$ cat config.mk
export PLATFORM = sky130hd
export DESIGN_NAME = axil_reg_bridge
export DESIGN_NICKNAME = d
export VERILOG_FILES = /design/src/rtl/axil_reg_bridge_pkg.sv /design/src/rtl/axil_reg_bridge.sv
export SDC_FILE = /design/constraint.sdc
export NUM_CORES = 1
export LEC_CHECK = 0
export ABC_AREA = 1
export CAP_MARGIN = 20
export CORE_MARGIN = 2
export CORE_UTILIZATION = 41
export DETAILED_ROUTE_END_ITERATION = 8
export PLACE_DENSITY = 0.91
export SLEW_MARGIN = 30
export SYNTH_ARGS = -nofsm -noshare
export SYNTH_HDL_FRONTEND = slang
export SYNTH_SLANG_ARGS = --single-unit
$ cat constraint.sdc
create_clock -name clk -period 1.88 [get_ports clk]
set_clock_uncertainty 0.1 [all_clocks]
set_input_delay 0.188 -clock clk [delete_from_list [all_inputs] [get_ports clk]]
set_output_delay 0.188 -clock clk [all_outputs]
set_load 0.05 [all_outputs]
$ cat src/rtl/axil_reg_bridge_pkg.sv
// Shared types for the AXI4-Lite register bridge: FSM state encodings and response codes.
package axil_reg_bridge_pkg;

    typedef enum logic [1:0] {
        W_IDLE = 2'b00,
        W_EXEC = 2'b01,
        W_RESP = 2'b10
    } wr_state_e;

    typedef enum logic [1:0] {
        R_IDLE = 2'b00,
        R_EXEC = 2'b01,
        R_RESP = 2'b10
    } rd_state_e;

    localparam logic [1:0] RESP_OKAY = 2'b00;

endpackage

$ cat src/rtl/axil_reg_bridge.sv
// AXI4-Lite slave that turns each write/read transaction into a single-cycle
// wr_en/rd_en strobe on a simple register interface. Read and write paths are independent.
module axil_reg_bridge
    import axil_reg_bridge_pkg::*;
#(
    parameter int unsigned ADDR_WIDTH = 4
) (
    input  logic                  clk,
    input  logic                  rst,
    input  logic [ADDR_WIDTH-1:0] s_axi_awaddr,
    input  logic                  s_axi_awvalid,
    output logic                  s_axi_awready,
    input  logic [31:0]           s_axi_wdata,
    input  logic [3:0]            s_axi_wstrb,
    input  logic                  s_axi_wvalid,
    output logic                  s_axi_wready,
    output logic [1:0]            s_axi_bresp,
    output logic                  s_axi_bvalid,
    input  logic                  s_axi_bready,
    input  logic [ADDR_WIDTH-1:0] s_axi_araddr,
    input  logic                  s_axi_arvalid,
    output logic                  s_axi_arready,
    output logic [31:0]           s_axi_rdata,
    output logic [1:0]            s_axi_rresp,
    output logic                  s_axi_rvalid,
    input  logic                  s_axi_rready,
    output logic [ADDR_WIDTH-1:0] wr_addr,
    output logic                  wr_en,
    output logic [31:0]           wr_data,
    output logic [3:0]            wr_strb,
    output logic [ADDR_WIDTH-1:0] rd_addr,
    output logic                  rd_en,
    input  logic [31:0]           rd_data
);

    // ---------------------------------------------------------------- write path
    wr_state_e             wstate_q, wstate_d;
    logic                  aw_got_q, aw_got_d;
    logic                  w_got_q, w_got_d;
    logic                  awready_q, awready_d;
    logic                  wready_q, wready_d;
    logic [ADDR_WIDTH-1:0] wr_addr_q;
    logic [31:0]           wr_data_q;
    logic [3:0]            wr_strb_q;
    logic                  aw_hs, w_hs;

    assign aw_hs = s_axi_awvalid & awready_q;
    assign w_hs  = s_axi_wvalid & wready_q;

    always_ff @(posedge clk) begin
        if (rst) begin
            wstate_q  <= W_IDLE;
            aw_got_q  <= 1'b0;
            w_got_q   <= 1'b0;
            awready_q <= 1'b0;
            wready_q  <= 1'b0;
        end else begin
            wstate_q  <= wstate_d;
            aw_got_q  <= aw_got_d;
            w_got_q   <= w_got_d;
            awready_q <= awready_d;
            wready_q  <= wready_d;
        end
    end

    // Readies are registered from the next state so they never depend on valid combinationally.
    always_comb begin
        wstate_d = wstate_q;
        aw_got_d = aw_got_q;
        w_got_d  = w_got_q;
        unique case (wstate_q)
            W_IDLE: begin
                if (aw_hs) aw_got_d = 1'b1;
                if (w_hs)  w_got_d  = 1'b1;
                if (aw_got_d && w_got_d) begin
                    wstate_d = W_EXEC;
                    aw_got_d = 1'b0;
                    w_got_d  = 1'b0;
                end
            end
            W_EXEC: wstate_d = W_RESP;
            W_RESP: if (s_axi_bready) wstate_d = W_IDLE;
            default: wstate_d = W_IDLE;
        endcase
        awready_d = (wstate_d == W_IDLE) && !aw_got_d;
        wready_d  = (wstate_d == W_IDLE) && !w_got_d;
    end

    always_ff @(posedge clk) begin
        if (rst) begin
            wr_addr_q <= '0;
            wr_data_q <= '0;
            wr_strb_q <= '0;
        end else begin
            if (aw_hs) wr_addr_q <= {s_axi_awaddr[ADDR_WIDTH-1:2], 2'b00};
            if (w_hs) begin
                wr_data_q <= s_axi_wdata;
                wr_strb_q <= s_axi_wstrb;
            end
        end
    end

    assign s_axi_awready = awready_q;
    assign s_axi_wready  = wready_q;
    assign s_axi_bvalid  = (wstate_q == W_RESP);
    assign s_axi_bresp   = RESP_OKAY;
    assign wr_en         = (wstate_q == W_EXEC);
    assign wr_addr       = wr_addr_q;
    assign wr_data       = wr_data_q;
    assign wr_strb       = wr_strb_q;

    // ----------------------------------------------------------------- read path
    rd_state_e             rstate_q, rstate_d;
    logic                  arready_q, arready_d;
    logic [ADDR_WIDTH-1:0] rd_addr_q;
    logic [31:0]           rdata_q;
    logic                  ar_hs;

    assign ar_hs = s_axi_arvalid & arready_q;

    always_ff @(posedge clk) begin
        if (rst) begin
            rstate_q  <= R_IDLE;
            arready_q <= 1'b0;
        end else begin
            rstate_q  <= rstate_d;
            arready_q <= arready_d;
        end
    end

    always_comb begin
        rstate_d = rstate_q;
        unique case (rstate_q)
            R_IDLE:  if (ar_hs) rstate_d = R_EXEC;
            R_EXEC:  rstate_d = R_RESP;
            R_RESP:  if (s_axi_rready) rstate_d = R_IDLE;
            default: rstate_d = R_IDLE;
        endcase
        arready_d = (rstate_d == R_IDLE);
    end

    always_ff @(posedge clk) begin
        if (rst) begin
            rd_addr_q <= '0;
            rdata_q   <= '0;
        end else begin
            if (ar_hs) rd_addr_q <= {s_axi_araddr[ADDR_WIDTH-1:2], 2'b00};
            if (rstate_q == R_EXEC) rdata_q <= rd_data;
        end
    end

    assign s_axi_arready = arready_q;
    assign s_axi_rvalid  = (rstate_q == R_RESP);
    assign s_axi_rresp   = RESP_OKAY;
    assign s_axi_rdata   = rdata_q;
    assign rd_en         = (rstate_q == R_EXEC);
    assign rd_addr       = rd_addr_q;

endmodule

==> impl_metrics.py, run 1 <==
metrics = {
    "logic_synthesis": {
        "ys_types": 21,
        "synthTopCellsByCount": "150 x nand2_1, 81 x dfxtp_1, 66 x a21oi_1, 11 x buf_4",
        "synth_area_leaders": "dfxtp_1 54%, nand2_1 19%, a21oi_1 11%",
        "synth_seq_area_share_pct": 54.5,
        "async_flop_share_pct": 0,
        "synth_top_area_share_pct": 54.5,
        "synth_area_leader_cell": "dfxtp_1",
        "synth_edf_count": 0,
        "syn-cell-area_um2": 2980,
        "yosysWarnings": 0,
        "ys.flop_type": "dfxtp_1",
        "synth_seq_cells": 81,
        "netlist_instances": 375,
        "synth.most_common_cell": "nand2_1",
        "avgSynthCellArea_um2": 7.94,
    },
    "pwr": {
        "peakVddDrop_uv": 590,
        "p_leak_nw": 1.75,
        "p_per_area_nw_per_um2": 876,
    },
    "floorplanning": {
        "initial_core_util_pct": 41.7,
        "die_h_um": 89.2,
        "die_area_um2": 7960,
        "coreArea_um2": 7140,
        "io_pins": 170,
        "dieWidth_um": 89.2,
        "num_rows": 31,
    },
    "setup_path": {
        "rr_worst_depth": 5,
        "crit_type": "reg -> out",
        "cp_slowest_stage_delay_ps": 830,
        "worst_setup_path_end_kind": "primary output",
        "r2r_end": "s_axi_rdata[3]",
        "crit_chain": "clkdlybuf4s50_1",
        "critical_path.top_delay_family": "buffers and inverters",
        "timing.reg2reg.setup_slack_ps": 560,
        "critPathBufInv": 1,
        "r2r-start": "rstate_q[1]",
        "crit_fanout": 2,
        "critPathArrivalTime_ps": 1520,
        "cp_slowest_cell": "clkdlybuf4s50_1",
        "crit_required_ps": 1590,
        "critPathLaunchType": "register",
    },
    "grt": {
        "grt_pass1_wl_um": 12300,
        "grt_overflow": 0,
        "grt_usage_pct": 19.8,
        "grt_pass1_vias": 2814,
        "antenna_found_initial": 0,
        "grt_max_degree": 81,
    },
    "clock_tree": {
        "cts_root_buffer": "clkbuf_8",
        "clock_latency_ps": 340,
        "holdBufCountCts": 0,
        "cts_resized": 0,
        "cts.reportedPaths.clkPinSlew_ps": 80,
        "cts_buffers": 9,
        "cts_setup_buffers": 0,
        "cts_sinks": 81,
        "cts_tree": "built",
        "cts_buffer_depth": 2,
        "htree_levels": 3,
    },
    "run_status": {
        "outcome": "finished, final reports clean",
    },
    "cells_and_area": {
        "drive_above_1_share_pct": 8.66,
        "area_delta_synth_final_pct": 59.8,
        "post-route-util_pct": 66.7,
        "finalNonFillerCells": 630,
        "nets": 609,
        "antenna_cells_inserted": 0,
    },
    "timing": {
        "slew_violations": 0,
        "fin_crit_ps": 1800,
        "fin_tns_setup_ps": 0,
        "rsz0062_at_grt": "false",
        "relSlewSlack_pct": 64.5,
        "hold_viol": 0,
        "worstMarginPinSlew_ps": 531,
        "timing.final.crit_share_pct": 95.9,
        "max_freq_ghz": 0.555,
        "setup_viol": 0,
    },
    "route": {
        "route.detailed.drc": 0,
        "ant_nets": 0,
        "num_vias": 2899,
        "firstDrtPassIters": 4,
        "drt_iter0_markers": 135,
        "wirelength_um": 7950,
        "wl_per_cell_um": 12.6,
        "vias_per_cell": 4.60,
    },
    "placement": {
        "hpwl_um": 5800,
        "gp_congestion": 0.752,
        "port_buffers": 157,
        "place_inst": 614,
    },
    "worst_hold_path": {
        "hold_path_end": "aw_got_q",
        "worstHoldStart": "rst",
        "min_path_type": "in -> reg",
        "holdPathStages": 3,
    },
    "run": {
        "cap_violations": 0,
    },
}
==> registers in the layout, summed over array words and instances, names as in the netlist <==
name           flops
s_axi_rdata       32
wr_data           32
wr_strb            4
rd_addr            2
rstate_q           2
wr_addr            2
wstate_q           2
aw_got_q           1
s_axi_arready      1
s_axi_awready      1
s_axi_wready       1
w_got_q            1
==> final cells by class <==
class | instances | area (um2)
repair buffers | 163 | 1630
inverters | 12 | 47.5
fillers | 587 | 2380
flip-flops and latches | 81 | 1620
well taps | 99 | 124
multi-input cells | 259 | 1140
clock inverters | 5 | 55.1
clock buffers | 11 | 141
==> where the power goes <==
part | switching [W] | internal, W | total (W)
Combinational | 0.000659 | 0.000400 | 0.00106
Sequential | 0.0000542 | 0.00182 | 0.00188
Clock | 0.000587 | 0.000646 | 0.00123
Total | 0.00130 | 0.00287 | 0.00417
==> stage by stage <==
stage	instance area, um2	hold slack (ps)	worst slack (ps)	power [W]
after floorplan	3000	226	449	0.00257
after global routing	4760	258	18.0	0.00436
after CTS	4760	240	48.0	0.00422
final	4760	255	76.8	0.00417
after global placement	4560	351	377	0.00295
after detailed placement	4560	353	374	0.00298
==> how the worst max path moves through the flow <==
stage,depth (start not counted),end,slack (ps),start
floorplan,5,wr_data[0],450,s_axi_wready
global route,1,wr_data[14],20,wr_data[14]
detailed placement,7,s_axi_awready,370,s_axi_wvalid
finish,1,wr_data[14],80,wr_data[14]
global placement,7,s_axi_wready,380,s_axi_wvalid
CTS,1,wr_data[14],50,wr_data[14]
==> kinds of logic (layout without fill, tap and decap cells) <==
logic type             after synthesis  in the layout  share of synthesized area [%]
other                                1              8                          0.126
AO/OA/AOI/OAI                       76             76                           13.9
AND/OR/NAND/NOR                    175            175                           23.4
flip-flops                          81             81                           54.5
buffers and inverters               42            191                           8.07
==> cells in the final DEF (no fill, tap or decap), drive strengths merged <==
master	synthesis	final
nand2	160	160
clkdlybuf4s50	0	152
dfxtp	81	81
a21oi	75	75
inv	11	11
clkbuf	6	11
buf	24	11
nor2	9	9
conb	1	8
clkinv	1	3
nand3	2	2
nor3	2	2
clkinvlp	0	2
nor4	1	1
nand4	1	1
o21ai	1	1
bufinv	0	1
==> metal layers <==
layer | vias up | wire length, um | global-route usage, %
li1 | 1472 | - | -
met1 | 1297 | 3140 | 21.4
met2 | 115 | 3960 | 35.4
met3 | 15 | 679 | 6.83
met4 | 0 | 164 | 7.60
met5 | - | 0 | 0
Note: power is estimated with default switching activity, not from simulation.
==> run 2, diff against run 1 <==
--- a/config.mk
+++ b/config.mk
@@ -7,7 +7,6 @@
 export LEC_CHECK = 0
 export ABC_AREA = 1
 export CAP_MARGIN = 20
-export CORE_MARGIN = 2
 export CORE_UTILIZATION = 41
 export DETAILED_ROUTE_END_ITERATION = 8
 export PLACE_DENSITY = 0.91
==> impl_metrics.py, run 2 (synthesized netlist as in run 1, its figures left out) <==
metrics = {
    "cells_and_area": {
        "seq_area_um2": 1620,
        "antenna_cells_inserted": 0,
        "multi_input_area_um2": 1140,
        "n_fill_cell": 547,
        "nets": 608,
        "drive_above_1_share_pct": 8.30,
        "final_cell_mix": "152 x clkdlybuf4s50_1, 150 x nand2_1, 81 x dfxtp_1",
        "area_delta_synth_final_pct": 60.4,
        "final_common_cell": "clkdlybuf4s50_1",
    },
    "run_status": {
        "outcome": "finished, final reports clean",
    },
    "timing": {
        "fin_ws_ps": 69.6,
        "fin_crit_ps": 1810,
        "relSlewSlack_pct": 64.1,
        "rsz0062_at_grt": "false",
        "timing.final.crit_share_pct": 96.3,
        "slew_violations": 0,
        "hold_slack_ps": 234,
        "hold_viol": 0,
        "worstMarginPinSlew_ps": 537,
        "max_freq_ghz": 0.552,
        "fin_tns_setup_ps": 0,
        "setup_viol": 0,
    },
    "grt": {
        "grt_overflow": 0,
        "antenna_found_initial": 0,
        "grt_pass1_vias": 2635,
        "grt_pass1_wl_um": 11800,
        "grt_usage_pct": 20.2,
        "grt_max_degree": 81,
    },
    "floorplanning": {
        "io_pins": 170,
        "coreArea_um2": 6910,
        "dieWidth_um": 87.2,
        "initial_core_util_pct": 43.1,
        "die_area_um2": 7600,
        "num_rows": 30,
        "die_h_um": 87.2,
    },
    "setup_path": {
        "crit_type": "reg -> out",
        "worst_setup_path_end_kind": "primary output",
        "cp_slowest_cell": "clkdlybuf4s50_1",
        "crit_required_ps": 1590,
        "crit_fanout": 2,
        "cp_slowest_stage_delay_ps": 820,
        "critical_path.top_delay_family": "buffers and inverters",
        "crit_chain": "clkdlybuf4s50_1",
        "critPathLaunchType": "register",
        "critPathBufInv": 1,
        "timing.reg2reg.setup_slack_ps": 570,
        "critPathArrivalTime_ps": 1520,
    },
    "clock_tree": {
        "clock_latency_ps": 340,
        "htree_levels": 3,
        "cts.reportedPaths.clkPinSlew_ps": 80,
        "cts_buffers": 9,
        "holdBufCountCts": 0,
        "cts_resized": 0,
        "cts_tree": "built",
        "cts_setup_buffers": 0,
        "cts_sinks": 81,
        "cts_root_buffer": "clkbuf_8",
        "cts_buffer_depth": 2,
    },
    "route": {
        "firstDrtPassIters": 4,
        "vias_per_cell": 4.66,
        "drt_iter0_markers": 59,
        "route.detailed.drc": 0,
        "num_vias": 2915,
        "ant_nets": 0,
        "wl_per_cell_um": 12.3,
        "wirelength_um": 7730,
    },
    "placement": {
        "hpwl_um": 5570,
        "port_buffers": 157,
        "pre_cts_slack_ps": 428,
        "gp_congestion": 0.804,
    },
    "pwr": {
        "peakVddDrop_uv": 477,
        "p_leak_nw": 1.76,
        "p_per_area_nw_per_um2": 897,
    },
    "worst_hold_path": {
        "min_path_type": "in -> reg",
    },
    "run": {
        "cap_violations": 0,
    },
}
==> run 2: cell types whose count changed in the layout (fill, tap and decap cells not counted) <==
cell,change
buf_12,+1
buf_4,-2
bufinv_16,+1
clkbuf_1,+1
clkbuf_8,-1
clkinv_2,-1
==> run 2: final timing paths <==
kind,endpoint,startpoint,cells after the start
hold / removal,wr_strb[3],rst,3
setup reg to reg,s_axi_arready,rstate_q[1],5
setup / recovery,wr_data[5],wr_data[5],1
hold reg to reg,s_axi_rdata[1],s_axi_rdata[1],2
==> run 2: cell type report <==
cell class | instances | share of cell area, %
clock buffer | 11 | 2.75
sequential | 81 | 34.0
clock inverter | 5 | 1.68
multi-input combinational | 259 | 23.9
tap | 96 | 2.52
timing repair buffer | 162 | 34.2
inverter | 12 | 0.996
==> run 2: where the power goes <==
group	leakage, nW	switching (W)	total, W	internal (W)
Clock	0.0995	0.000598	0.00134	0.000747
Sequential	0.659	0.0000550	0.00188	0.00182
Combinational	0.998	0.000657	0.00106	0.000403
==> run 2: stage by stage <==
stage	util, %	total power, W	cell area, um2	instances
after floorplan	-	0.00257	3000	382
after global placement	66.1	0.00295	4560	610
after detailed placement	66.1	0.00298	4560	610
after CTS	69.1	0.00432	4770	626
after global routing	69.1	0.00445	4770	626
final	69.1	0.00428	4770	626
==> run 2: routing by layer <==
layer / routed length (um) / global-route usage, % / vias to the layer above
li1: - / - / 1468
met3: 767 / 6.82 / 19
met2: 3600 / 33.1 / 135
met4: 187 / 9.84 / 0
met1: 3180 / 23.6 / 1293
met5: 0 / 0 / -
